File: config.mk
export PLATFORM = sky130hd
export DESIGN_NAME = lpf_boxcar_mc
export DESIGN_NICKNAME = d
export VERILOG_FILES = /design/src/rtl/lpf_boxcar_mc.sv
export SDC_FILE = /design/constraint.sdc
export NUM_CORES = 1
export LEC_CHECK = 0
export BUFFER_PORTS_ARGS = -buffer_cell sky130_fd_sc_hd__buf_4
export CAP_MARGIN = 20
export CORE_ASPECT_RATIO = 0.9
export CORE_MARGIN = 2
export CORE_UTILIZATION = 50
export CTS_CLUSTER_SIZE = 14
export DETAILED_ROUTE_END_ITERATION = 6
export PLACE_DENSITY = 0.69
export SLEW_MARGIN = 20
export SYNTH_ARGS = -nofsm -noshare
export SYNTH_HDL_FRONTEND = slang
export SYNTH_SLANG_ARGS = --single-unit
File: constraint.sdc
create_clock -name CLK21M -period 19.2 [get_ports CLK21M]
set_input_delay 0.96 -clock CLK21M [delete_from_list [all_inputs] [get_ports CLK21M]]
set_output_delay 0.96 -clock CLK21M [all_outputs]
set_load 0.005 [all_outputs]
File: src/rtl/lpf_boxcar_mc.sv
`default_nettype none
// ============================================================================
//  Module      : lpf_boxcar_mc
//  Description : Multi-channel moving-average (boxcar) low-pass filter with a
//                runtime-selectable power-of-two tap count. One running-sum
//                adder is time-multiplexed across all channels; results are
//                staged and committed together with a single OVALID pulse.
//  Revision    : 1.0 - initial release
// ============================================================================
module lpf_boxcar_mc #(
    parameter int WIDTH        = 16,
    parameter int CHANNELS     = 2,
    parameter int LOG2_MAXTAPS = 4
) (
    input  logic                      CLK21M,
    input  logic                      RESET,
    input  logic                      CLKENA,
    input  logic [CHANNELS*WIDTH-1:0] IDATA,
    input  logic [2:0]                TAPS_LOG2,
    output logic [CHANNELS*WIDTH-1:0] ODATA,
    output logic                      OVALID,
    output logic                      BUSY,
    output logic                      OVERRUN
);

    localparam int c_DEPTH = 1 << LOG2_MAXTAPS;
    localparam int c_SUMW  = WIDTH + LOG2_MAXTAPS;
    localparam int c_CHW   = (CHANNELS > 1) ? $clog2(CHANNELS) : 1;
    localparam logic [2:0]       c_KMAX    = 3'(LOG2_MAXTAPS);
    localparam logic [c_CHW-1:0] c_LAST_CH = c_CHW'(CHANNELS - 1);

    localparam logic [0:0] S_IDLE = 1'b0;
    localparam logic [0:0] S_RUN  = 1'b1;

    logic [0:0]                r_state;
    logic [0:0]                w_state_next;
    logic [c_CHW-1:0]          r_ch;
    logic [2:0]                r_k;
    logic [2:0]                r_prev_k;
    logic                      r_flush;
    logic [CHANNELS*WIDTH-1:0] r_idata;
    logic [WIDTH-1:0]          r_delay [CHANNELS][c_DEPTH];
    logic [c_SUMW-1:0]         r_sum   [CHANNELS];
    logic [WIDTH-1:0]          r_stage [CHANNELS];

    logic                      w_accept;
    logic                      w_run;
    logic                      w_last;
    logic [2:0]                w_k_clamp;
    logic [LOG2_MAXTAPS-1:0]   w_tap_idx;
    logic [WIDTH-1:0]          w_new;
    logic [WIDTH-1:0]          w_oldest;
    logic [c_SUMW-1:0]         w_old_sum;
    logic [c_SUMW-1:0]         w_sum_next;
    logic [WIDTH-1:0]          w_result;
    logic [CHANNELS*WIDTH-1:0] w_commit;

    assign w_run     = (r_state == S_RUN);
    assign w_accept  = (r_state == S_IDLE) && CLKENA;
    assign w_last    = (r_ch == c_LAST_CH);
    assign w_k_clamp = (TAPS_LOG2 > c_KMAX) ? c_KMAX : TAPS_LOG2;
    // Index of the oldest sample inside the active window: 2^K - 1
    assign w_tap_idx = ~({LOG2_MAXTAPS{1'b1}} << r_k);

    // Shared running-sum datapath; a pending flush makes history read as zero
    assign w_new      = r_idata[r_ch*WIDTH +: WIDTH];
    assign w_oldest   = r_flush ? '0 : r_delay[r_ch][w_tap_idx];
    assign w_old_sum  = r_flush ? '0 : r_sum[r_ch];
    assign w_sum_next = w_old_sum + c_SUMW'(w_new) - c_SUMW'(w_oldest);
    assign w_result   = WIDTH'(w_sum_next >> r_k);

    // Assemble the committed word: staged results plus the channel finishing now
    always_comb begin
        w_commit = '0;
        for (int ch = 0; ch < CHANNELS; ch++) begin
            w_commit[ch*WIDTH +: WIDTH] = (ch == CHANNELS - 1) ? w_result : r_stage[ch];
        end
    end

    // State register
    always_ff @(posedge CLK21M or posedge RESET) begin
        if (RESET) r_state <= S_IDLE;
        else       r_state <= w_state_next;
    end

    // Next-state logic: run one cycle per channel, then return to idle
    always_comb begin
        w_state_next = r_state;
        case (r_state)
            S_IDLE:  if (CLKENA) w_state_next = S_RUN;
            S_RUN:   if (w_last) w_state_next = S_IDLE;
            default: w_state_next = S_IDLE;
        endcase
    end

    // Output decode
    always_comb begin
        BUSY = (r_state == S_RUN);
    end

    // Frame control: latch inputs, step channel index, commit results, flag overruns
    always_ff @(posedge CLK21M or posedge RESET) begin
        if (RESET) begin
            r_ch     <= '0;
            r_k      <= '0;
            r_prev_k <= '0;
            r_flush  <= 1'b0;
            r_idata  <= '0;
            ODATA    <= '0;
            OVALID   <= 1'b0;
            OVERRUN  <= 1'b0;
        end else begin
            OVALID <= 1'b0;
            if (CLKENA && w_run) OVERRUN <= 1'b1;
            if (w_accept) begin
                r_idata  <= IDATA;
                r_k      <= w_k_clamp;
                r_prev_k <= w_k_clamp;
                r_flush  <= (w_k_clamp != r_prev_k);
                r_ch     <= '0;
            end else if (w_run) begin
                r_flush <= 1'b0;
                r_ch    <= r_ch + 1'b1;
                if (w_last) begin
                    ODATA  <= w_commit;
                    OVALID <= 1'b1;
                end
            end
        end
    end

    // Per-channel delay lines, running sums and result staging
    always_ff @(posedge CLK21M or posedge RESET) begin
        if (RESET) begin
            for (int ch = 0; ch < CHANNELS; ch++) begin
                r_sum[ch]   <= '0;
                r_stage[ch] <= '0;
                for (int d = 0; d < c_DEPTH; d++) r_delay[ch][d] <= '0;
            end
        end else if (w_run) begin
            r_stage[r_ch] <= w_result;
            for (int ch = 0; ch < CHANNELS; ch++) begin
                if (c_CHW'(ch) == r_ch) begin
                    r_sum[ch] <= w_sum_next;
                    for (int d = 0; d < c_DEPTH; d++) begin
                        if (d == 0) r_delay[ch][d] <= w_new;
                        else        r_delay[ch][d] <= r_flush ? '0 : r_delay[ch][d-1];
                    end
                end else if (r_flush) begin
                    r_sum[ch] <= '0;
                    for (int d = 0; d < c_DEPTH; d++) r_delay[ch][d] <= '0;
                end
            end
        end
    end

endmodule
`default_nettype wire

### Yosys cells after proc, flatten, opt, wreduce, memory -nomap -nowiden

Index checks and enable logic that the tools add are counted.

| operators by class | value |
|---|---|
| add/sub/neg operators | 3 |
| $mul | 0 |
| divide/modulo/power cells | 0 |
| $lt $le $gt $ge | 4 |
| equal/unequal tests | 2 |
| shift-type cells | 3 |
| multiplexer cells | 61 |
| bitwise operators | 5 |
| reductions and logical operators | 8 |

Operators with widths:

| kind | number |
|---|---|
| two-way mux 256 bit | 6 |
| two-way mux 16 bit | 34 |
| two-way mux 20 bit | 7 |
| binary-select mux 16 bit (select 4 bit) | 1 |
| bitwise mux 32 bit | 1 |
| indexed part select 32 x 6 -> 16 bit | 1 |
| adder 20 x 16 -> 20 bit | 1 |
| >> shifter 20 x 3 -> 16 bit | 1 |
| subtractor 20 x 16 -> 20 bit | 1 |
| demux 16 bit (select 1 bit) | 1 |
| two-way mux 1 bit | 9 |
| greater-or-equal comparator 5 bit, second input constant | 1 |
| NOT 4 -> 5 bit | 1 |
| NOT 4 bit | 1 |
| AND reduction 2 bit | 2 |
| nonzero test 2 bit | 2 |
| left shift 4 x 3 -> 4 bit, first input constant | 1 |
| greater-than comparator 3 bit, second input constant | 1 |
| logical AND 1 bit | 3 |
| two-way mux 3 bit | 1 |
| != test 3 bit | 1 |
| AND reduction 3 bit | 1 |
| greater-or-equal comparator 2 bit, second input constant | 1 |
| less-than comparator 2 x 1 -> 1 bit, second input constant | 1 |
| 5 further kinds | 6 |

| storage, ports and cells | value |
|---|---|
| flip-flop bits (word level) | 656 |
| latch bits | 0 |
| bits in writable memories | 0 |
| ROM bits | 0 |
| bits of input ports | 38 |
| logic and storage cells | 130 |
| memories kept | 0 |

### Longest topological paths before layout

Gate-level depths: netlist of the first run.

| logic depth | value |
|---|---|
| depth after elaboration | 11 |
| mapped depth | 18 |

### Worst setup path before layout of the first run

No wires, ideal clock.

| timing path | value |
|---|---|
| path kind | register -> register |
| from | reg r_ch |
| to | reg ODATA[27] |
| library setup time | 0.124 ns |
| data arrival time | 4.981 ns |
| required time | 19.076 ns |
| setup slack | 14.096 ns |
| cell stages (with the launch flop) | 18 |
| period minus slack after synthesis | 5.104 ns |
| cells stage by stage | dfrtp_1 > clkbuf_1 > clkbuf_1 > clkbuf_1 > clkbuf_1 > buf_2 > mux2i_1 > fa_1 > inv_1 > ha_1 > a21o_1 > a31o_1 > a31o_1 > a41o_1 > o31a_1 > mux4_2 > and2_4 > o31a_1 |

| on the way | value |
|---|---|
| longest elaborated chain between the ends | 10 |
| elaborated cells on any way between the ends | 17 |
| classes of those cells | add/sub (2); shift (2); mux (11); bitwise (1); reduce/logical (1) |

Ends and longest elaborated chain:

| what | line | source |
|---|---|---|
| start, declared | 37 | `logic [c_CHW-1:0] r_ch;` |
| start signal, assigned | 123 | `r_ch <= r_ch + 1'b1;` |
| branches (longest 10 deep; another with adder 20 x 16 -> 20 bit) | - |  |
| end signal, assigned | 125 | `ODATA <= w_commit;` |
| end, declared | 20 | `output logic [CHANNELS*WIDTH-1:0] ODATA,` |

Several ways; the timed one is not identified. The select of a mux whose other input is x is not followed.
A chain may end at the register's enable or synchronous reset.

### Worst setup path after layout of the first run

| timing path | value |
|---|---|
| from | reg r_ch |
| to | reg ODATA[31] |

The elaborated chain is that of the path after synthesis.

==> results of run 1 <==
[critical path, delay by kind of cell (launching register included)]
| kind | cells | cell delay, ns |
|---|---|---|
| AO/OA/AOI/OAI | 7 | 2.10 |
| AND/OR/NAND/NOR | 2 | 0.24 |
| adder cells (fa/ha/maj) | 2 | 0.76 |
| buffers and inverters | 2 | 0.93 |
| flip-flops | 1 | 0.81 |
| multiplexers | 2 | 0.86 |
[cell usage in the layout (no fill, tap or decap), drive strengths merged, types with 39 or more instances in the layout]
master  netlist  final
mux2         39     39
mux2i        46     46
buf          20     97
o21ai        52     52
a22o        540    540
mux4         43     43
nand2       140    140
dfrtp       640    640
clkbuf      156     86
inv          38     39
[worst paths after layout]
check | slack (ns) | start | to | cells after the start
worst min-delay path | 0.47 | r_stage[26] | ODATA[10] | 2
worst min register to register | 0.47 | r_stage[26] | ODATA[10] | 2
min in group asynchronous | 0.49 | RESET | r_delay[319] | 2
worst max register to register | 13.25 | r_ch | ODATA[31] | 15
max in group asynchronous | 17.00 | RESET | r_delay[330] | 3
worst max-delay path | 13.25 | r_ch | ODATA[31] | 15
[synthesized netlist by cell type, types with 18 or more instances]
library cell,n,area share [%]
clkbuf_1,156,2.2
a21oi_1,26,0.49
o21ai_0,44,0.83
a22o_1,540,18
mux2i_1,46,1.7
nor2b_1,18,0.43
inv_1,35,0.50
a211oi_1,22,0.63
nand2_1,140,2.0
or2_2,19,0.45
dfrtp_1,640,61
nor2_1,29,0.41
mux2_2,39,1.7
buf_1,19,0.27
ha_1,20,0.95
mux4_2,43,3.7
[registers in the layout, summed over array words and instances (netlist names)]
name / flops
BUSY: 1
r_stage: 16
r_idata: 32
ODATA: 32
r_ch: 1
OVALID: 1
r_delay: 512
OVERRUN: 1
r_sum: 40
r_prev_k: 3
r_flush: 1
[logic make-up after synthesis]
logic type / count (synthesis) / share of synthesized area, %
compound gates: 705 / 22.12
flops: 640 / 60.65
simple gates: 243 / 4.184
buf+inv: 214 / 3.047
mux: 128 / 7.075
fa+ha+maj: 36 / 2.161
xor+xnor: 23 / 0.7629
[per-stage QoR]
stage	util, %	cell area [um^2]	hold WS (ns)
final	57.20	29680	0.4683
after floorplan	-	26400	0.4300
after global placement	52.87	27440	0.4445
after detailed placement	52.87	27440	0.4451
after CTS	57.19	29680	0.4714
after global routing	57.20	29680	0.4984
[per-layer routing]
layer	GRT usage [%]	vias to the layer above
met3	3.776	91
li1	-	7496
met1	33.49	8803
met4	6.764	0
met2	31.22	496
met5	0	-
[layout make-up]
type	count	area (um^2)	area share [%]
clock buffers	86	1770	5.965
clock inverters	30	470.5	1.585
inverters	38	150.1	0.5058
multi-input cells	1135	9639	32.47
flip-flops and latches	640	16020	53.98
well taps	688	860.8	2.900
repair buffers	97	769.5	2.592
==> results.yml, run 1 <==
yosys:
  async_flop_share_pct: 100.0
  postSynthAreaPerCell_um2: 13.28
  synth-seq-cells: 640
  synth_edf_count: 0
  post_synth_num_cell_types: 59
  synth_ff_type: "dfrtp_1"
  netlist_instances: 1989
  yosysWarnings: 0
  syn-cell-area_um2: 26400
  syn_nets: 2063
  ys_seq_area_share_pct: 60.65
timing:
  worstMarginPinSlew_ns: 1.159
  finalSetupViolations: 0
  drv_slew: 0
  finalWorstSetupSlack_ns: 13.25
  slew_headroom_pct: 22.74
  finalCritPeriodShare_pct: 30.97
  hold_viol_final: 0
  rsz0062_at_grt: "no"
  setup_tns_ns: 0
  max_freq_mhz: 168.1
  fin_skew_ns: 0.02209
  period_needed_ns: 5.947
clocking:
  clk_pin_slew_ns: 0.07
  insertion_delay_ns: 0.64
  cts_hold_buf: 0
  cts_made_buffers: 61
  cts_resized: 0
  cts.sinks: 640
  htreeDepth: 2
  clk_path_buf_depth: 3
  cts_setup_buffers: 0
  tritoncts: "done"
  cts-root-buf: "clkbuf_16"
worst_setup_path:
  critPathKind: "flip-flop to flip-flop"
  slowest_delay_ns: 0.86
  cp_cell_sequence: "buf_4 -> mux4_2 -> nand2_1 -> a311oi_1 -> fa_1 -> inv_1 -> ha_1 -> and2_1 -> a221oi_2 -> a21boi_2 -> a41o_1 -> o31a_1 -> mux4_2 -> a22oi_1 -> a21oi_1"
  required_ns: 19.68
  critPathMostFrequentCell: "mux4_2"
  arrival_ns: 6.42
  cp_max_fo: 64
  crit_path_end_kind: "flip-flop"
  worst_path_max_delay_cell: "buf_4"
  cp-start-kind: "flip-flop"
place:
  place_ws_ns: 13.34
  gp_congestion: 0.8919
  hpwlAfterDp_um: 33600
  dp.cells: 2598
  numPortBuffers: 72
routing:
  wl_met3_um: 3597
  drt_wl_total_um: 57740
  first_iter_violations: 1428
  antenna_left: 0
  via_per_inst: 6.222
  routed-via-count: 16890
  highest_layer: "met4"
  drc: 0
  wl_met2_um: 25270
  wire_per_inst_um: 21.28
  detail_route.first_pass.iterations: 5
  detail_route.wirelength.met1_um: 27380
final_layout:
  area_growth_syn_to_layout_pct: 12.42
  fill_cells: 4107
  fin_cells: 2714
  insertedDiodeCount: 0
  drive_gt1_share_pct: 15.94
  nNetsFinal: 2047
die:
  boundaryPins: 73
  die_w_um: 246.2
  start_util_pct: 50.88
  die_y_um: 222.0
  core-area_um2: 51890
  row_count: 79
  die_area_um2: 54660
run:
  max_cap_viol_count: 0
run_status:
  outcome: "finished, final reports clean"
grt:
  grt_overflow: 0
  grt_start_max_net_pins: 221
  grt_pass1_vias: 17010
  grt_pass1_wl_um: 95590
  antenna_found_initial: 0
  grt_use_total_pct: 21.68
min_path:
  worstHoldPathType: "flip-flop to flip-flop"
Power of run 1 is not shown: default switching activity piles up to over one toggle a cycle in this logic, so the estimate is an artifact.
==> inputs of run 2 (changes only) <==
clock period = 4.9 ns   (was 19.2 ns; I/O delays follow)
==> run 2 against run 1 <==
Compared with the run above:
- final area up 3.0%
- clock skew down 0.00091 ns
- global-route usage up 0.60 points
- worst hold slack worse by 0.43 ns
- first-iteration DRC count up 5.7%
- maximum frequency up 25%
- count of clock-buffer cells in the layout up 13
- non-clock buffer count up 67
- die area unchanged
- sequential share of layout area down 1.5 points
- critical path depth down 1
- worst setup slack worse by 13 ns
- largest cell class unchanged
==> results.yml, run 2 (synthesis gave the netlist of run 1 again) <==
timing:
  period_needed_ns: 4.754
  drv_slew: 0
  finalSetupViolations: 0
  worstMarginPinSlew_ns: 1.107
  fin_skew_ns: 0.02117
  hold_viol_final: 0
  slew_headroom_pct: 26.20
  max_freq_mhz: 210.3
  finalWorstSetupSlack_ns: 0.1456
  finalCritPeriodShare_pct: 97.03
  setup_tns_ns: 0
  rsz0062_at_grt: "no"
routing:
  drc: 0
  wire_per_inst_um: 21.31
  routed-via-count: 17090
  first_iter_violations: 1510
  detail_route.first_pass.iterations: 7
  via_per_inst: 6.142
  drt_wl_total_um: 59320
  antenna_left: 0
worst_setup_path:
  arrival_ns: 5.24
  required_ns: 5.39
  cp-start-kind: "flip-flop"
  cp_cell_sequence: "buf_4 -> mux4_2 -> nand2_1 -> a311o_1 -> fa_1 -> ha_1 -> and2_1 -> a221oi_4 -> a21boi_2 -> a41o_1 -> o31a_1 -> mux4_2 -> and2_4 -> o31a_1"
  slowest_delay_ns: 0.57
  critPathKind: "flip-flop to flip-flop"
  crit_path_end_kind: "flip-flop"
  cp_max_fo: 12
  worst_path_max_delay_cell: "dfrtp_4"
clocking:
  cts-root-buf: "clkbuf_16"
  clk_pin_slew_ns: 0.06
  htreeDepth: 3
  insertion_delay_ns: 0.62
  cts.sinks: 640
  cts_made_buffers: 67
  tritoncts: "done"
  clk_path_buf_depth: 3
final_layout:
  final_common_cell: "dfrtp_1"
  reg_top3: "r_delay: 512 flops, r_sum: 40 flops"
  nNetsFinal: 2120
  largest_reg_flops: 512
  drive_gt1_share_pct: 17.61
  layout_common_cells: "dfrtp_1, a22o_1, nand2_1"
  insertedDiodeCount: 0
  regMostFlops: "r_delay"
  area_growth_syn_to_layout_pct: 15.73
run:
  max_cap_viol_count: 0
die:
  die_y_um: 222.0
  boundaryPins: 73
  start_util_pct: 50.88
  core-area_um2: 51890
  die_area_um2: 54660
  row_count: 79
  die_w_um: 246.2
place:
  place_ws_ns: 0.1715
  numPortBuffers: 72
  gp_congestion: 0.8880
  hpwlAfterDp_um: 35920
grt:
  grt_pass1_wl_um: 96810
  antenna_found_initial: 1
  grt_use_total_pct: 22.27
  grt_start_max_net_pins: 217
  grt_pass1_vias: 16810
  grt_overflow: 0
run_status:
  outcome: "finished, final reports clean"
min_path:
  worstHoldPathType: "input port to flip-flop"
run 2: cell types whose count changed in the layout (fill, tap and decap cells not counted), sizes merged:
cell         change
clkbuf          +14
dlygate4sd3     +35
clkinv           -6
inv              +3
bufinv           -5
buf             +31
clkinvlp         -3
run 2: worst max-delay path, delay by kind of cell (launching register included):
| family | cells | cell delay, ns |
|---|---|---|
| flops | 1 | 0.57 |
| simple gates | 3 | 0.46 |
| mux | 2 | 0.72 |
| buf+inv | 1 | 0.23 |
| compound gates | 6 | 1.80 |
| fa+ha+maj | 2 | 0.85 |
run 2: repair_timing:
action | in CTS | in global routing
hold buffers | 35 | 0
endpoints found under the setup margin | 0 | 24
resized for setup | 0 | 16
endpoints found under the hold margin | 52 | 0
buffers inserted | 0 | 3
run 2: metal layers:
layer | vias up | share of wire, % | global-route usage (%)
met4 | 0 | 2.2 | 6.178
met5 | - | 0 | 0
met3 | 85 | 5.5 | 4.757
li1 | 7615 | - | -
met1 | 8927 | 48 | 34.59
met2 | 467 | 44 | 31.57
run 2: stage by stage:
| stage | instances | area, um^2 | util [%] | hold slack, ns |
|---|---|---|---|---|
| 3_5_place_dp | 2626 | 27810 | 53.58 | 0.3956 |
| 3_3_place_gp | 2626 | 27810 | 53.58 | 0.3863 |
| 5_1_grt | 2783 | 30560 | 58.89 | 0.04784 |
| 2_1_floorplan | 1989 | 26410 | - | 0.3615 |
| 6_report | 2783 | 30560 | 58.89 | 0.03488 |
| 4_1_cts | 2779 | 30420 | 58.63 | 0.008042 |
run 2: area by class of cell:
type	count	area (um^2)
fillers	4006	21340
well taps	688	860.8
flip-flops and latches	640	16020
multi-input cells	1135	9727
inverters	38	146.4
repair buffers	164	1536
clock buffers	99	1998
clock inverters	19	267.8
run 2: worst paths after layout:
kind	slack, ns	endpoint	depth (start not counted)	from
max reg2reg	0.15	ODATA[27]	14	r_ch
max	0.15	ODATA[27]	14	r_ch
min in group asynchronous	0.30	r_delay[316]	3	RESET
min reg2reg	0.47	ODATA[7]	2	r_stage[23]
min	0.03	r_prev_k[0]	3	TAPS_LOG2[0]
max in group asynchronous	3.29	r_delay[389]	4	RESET
Power of run 2 is left out for the same reason.
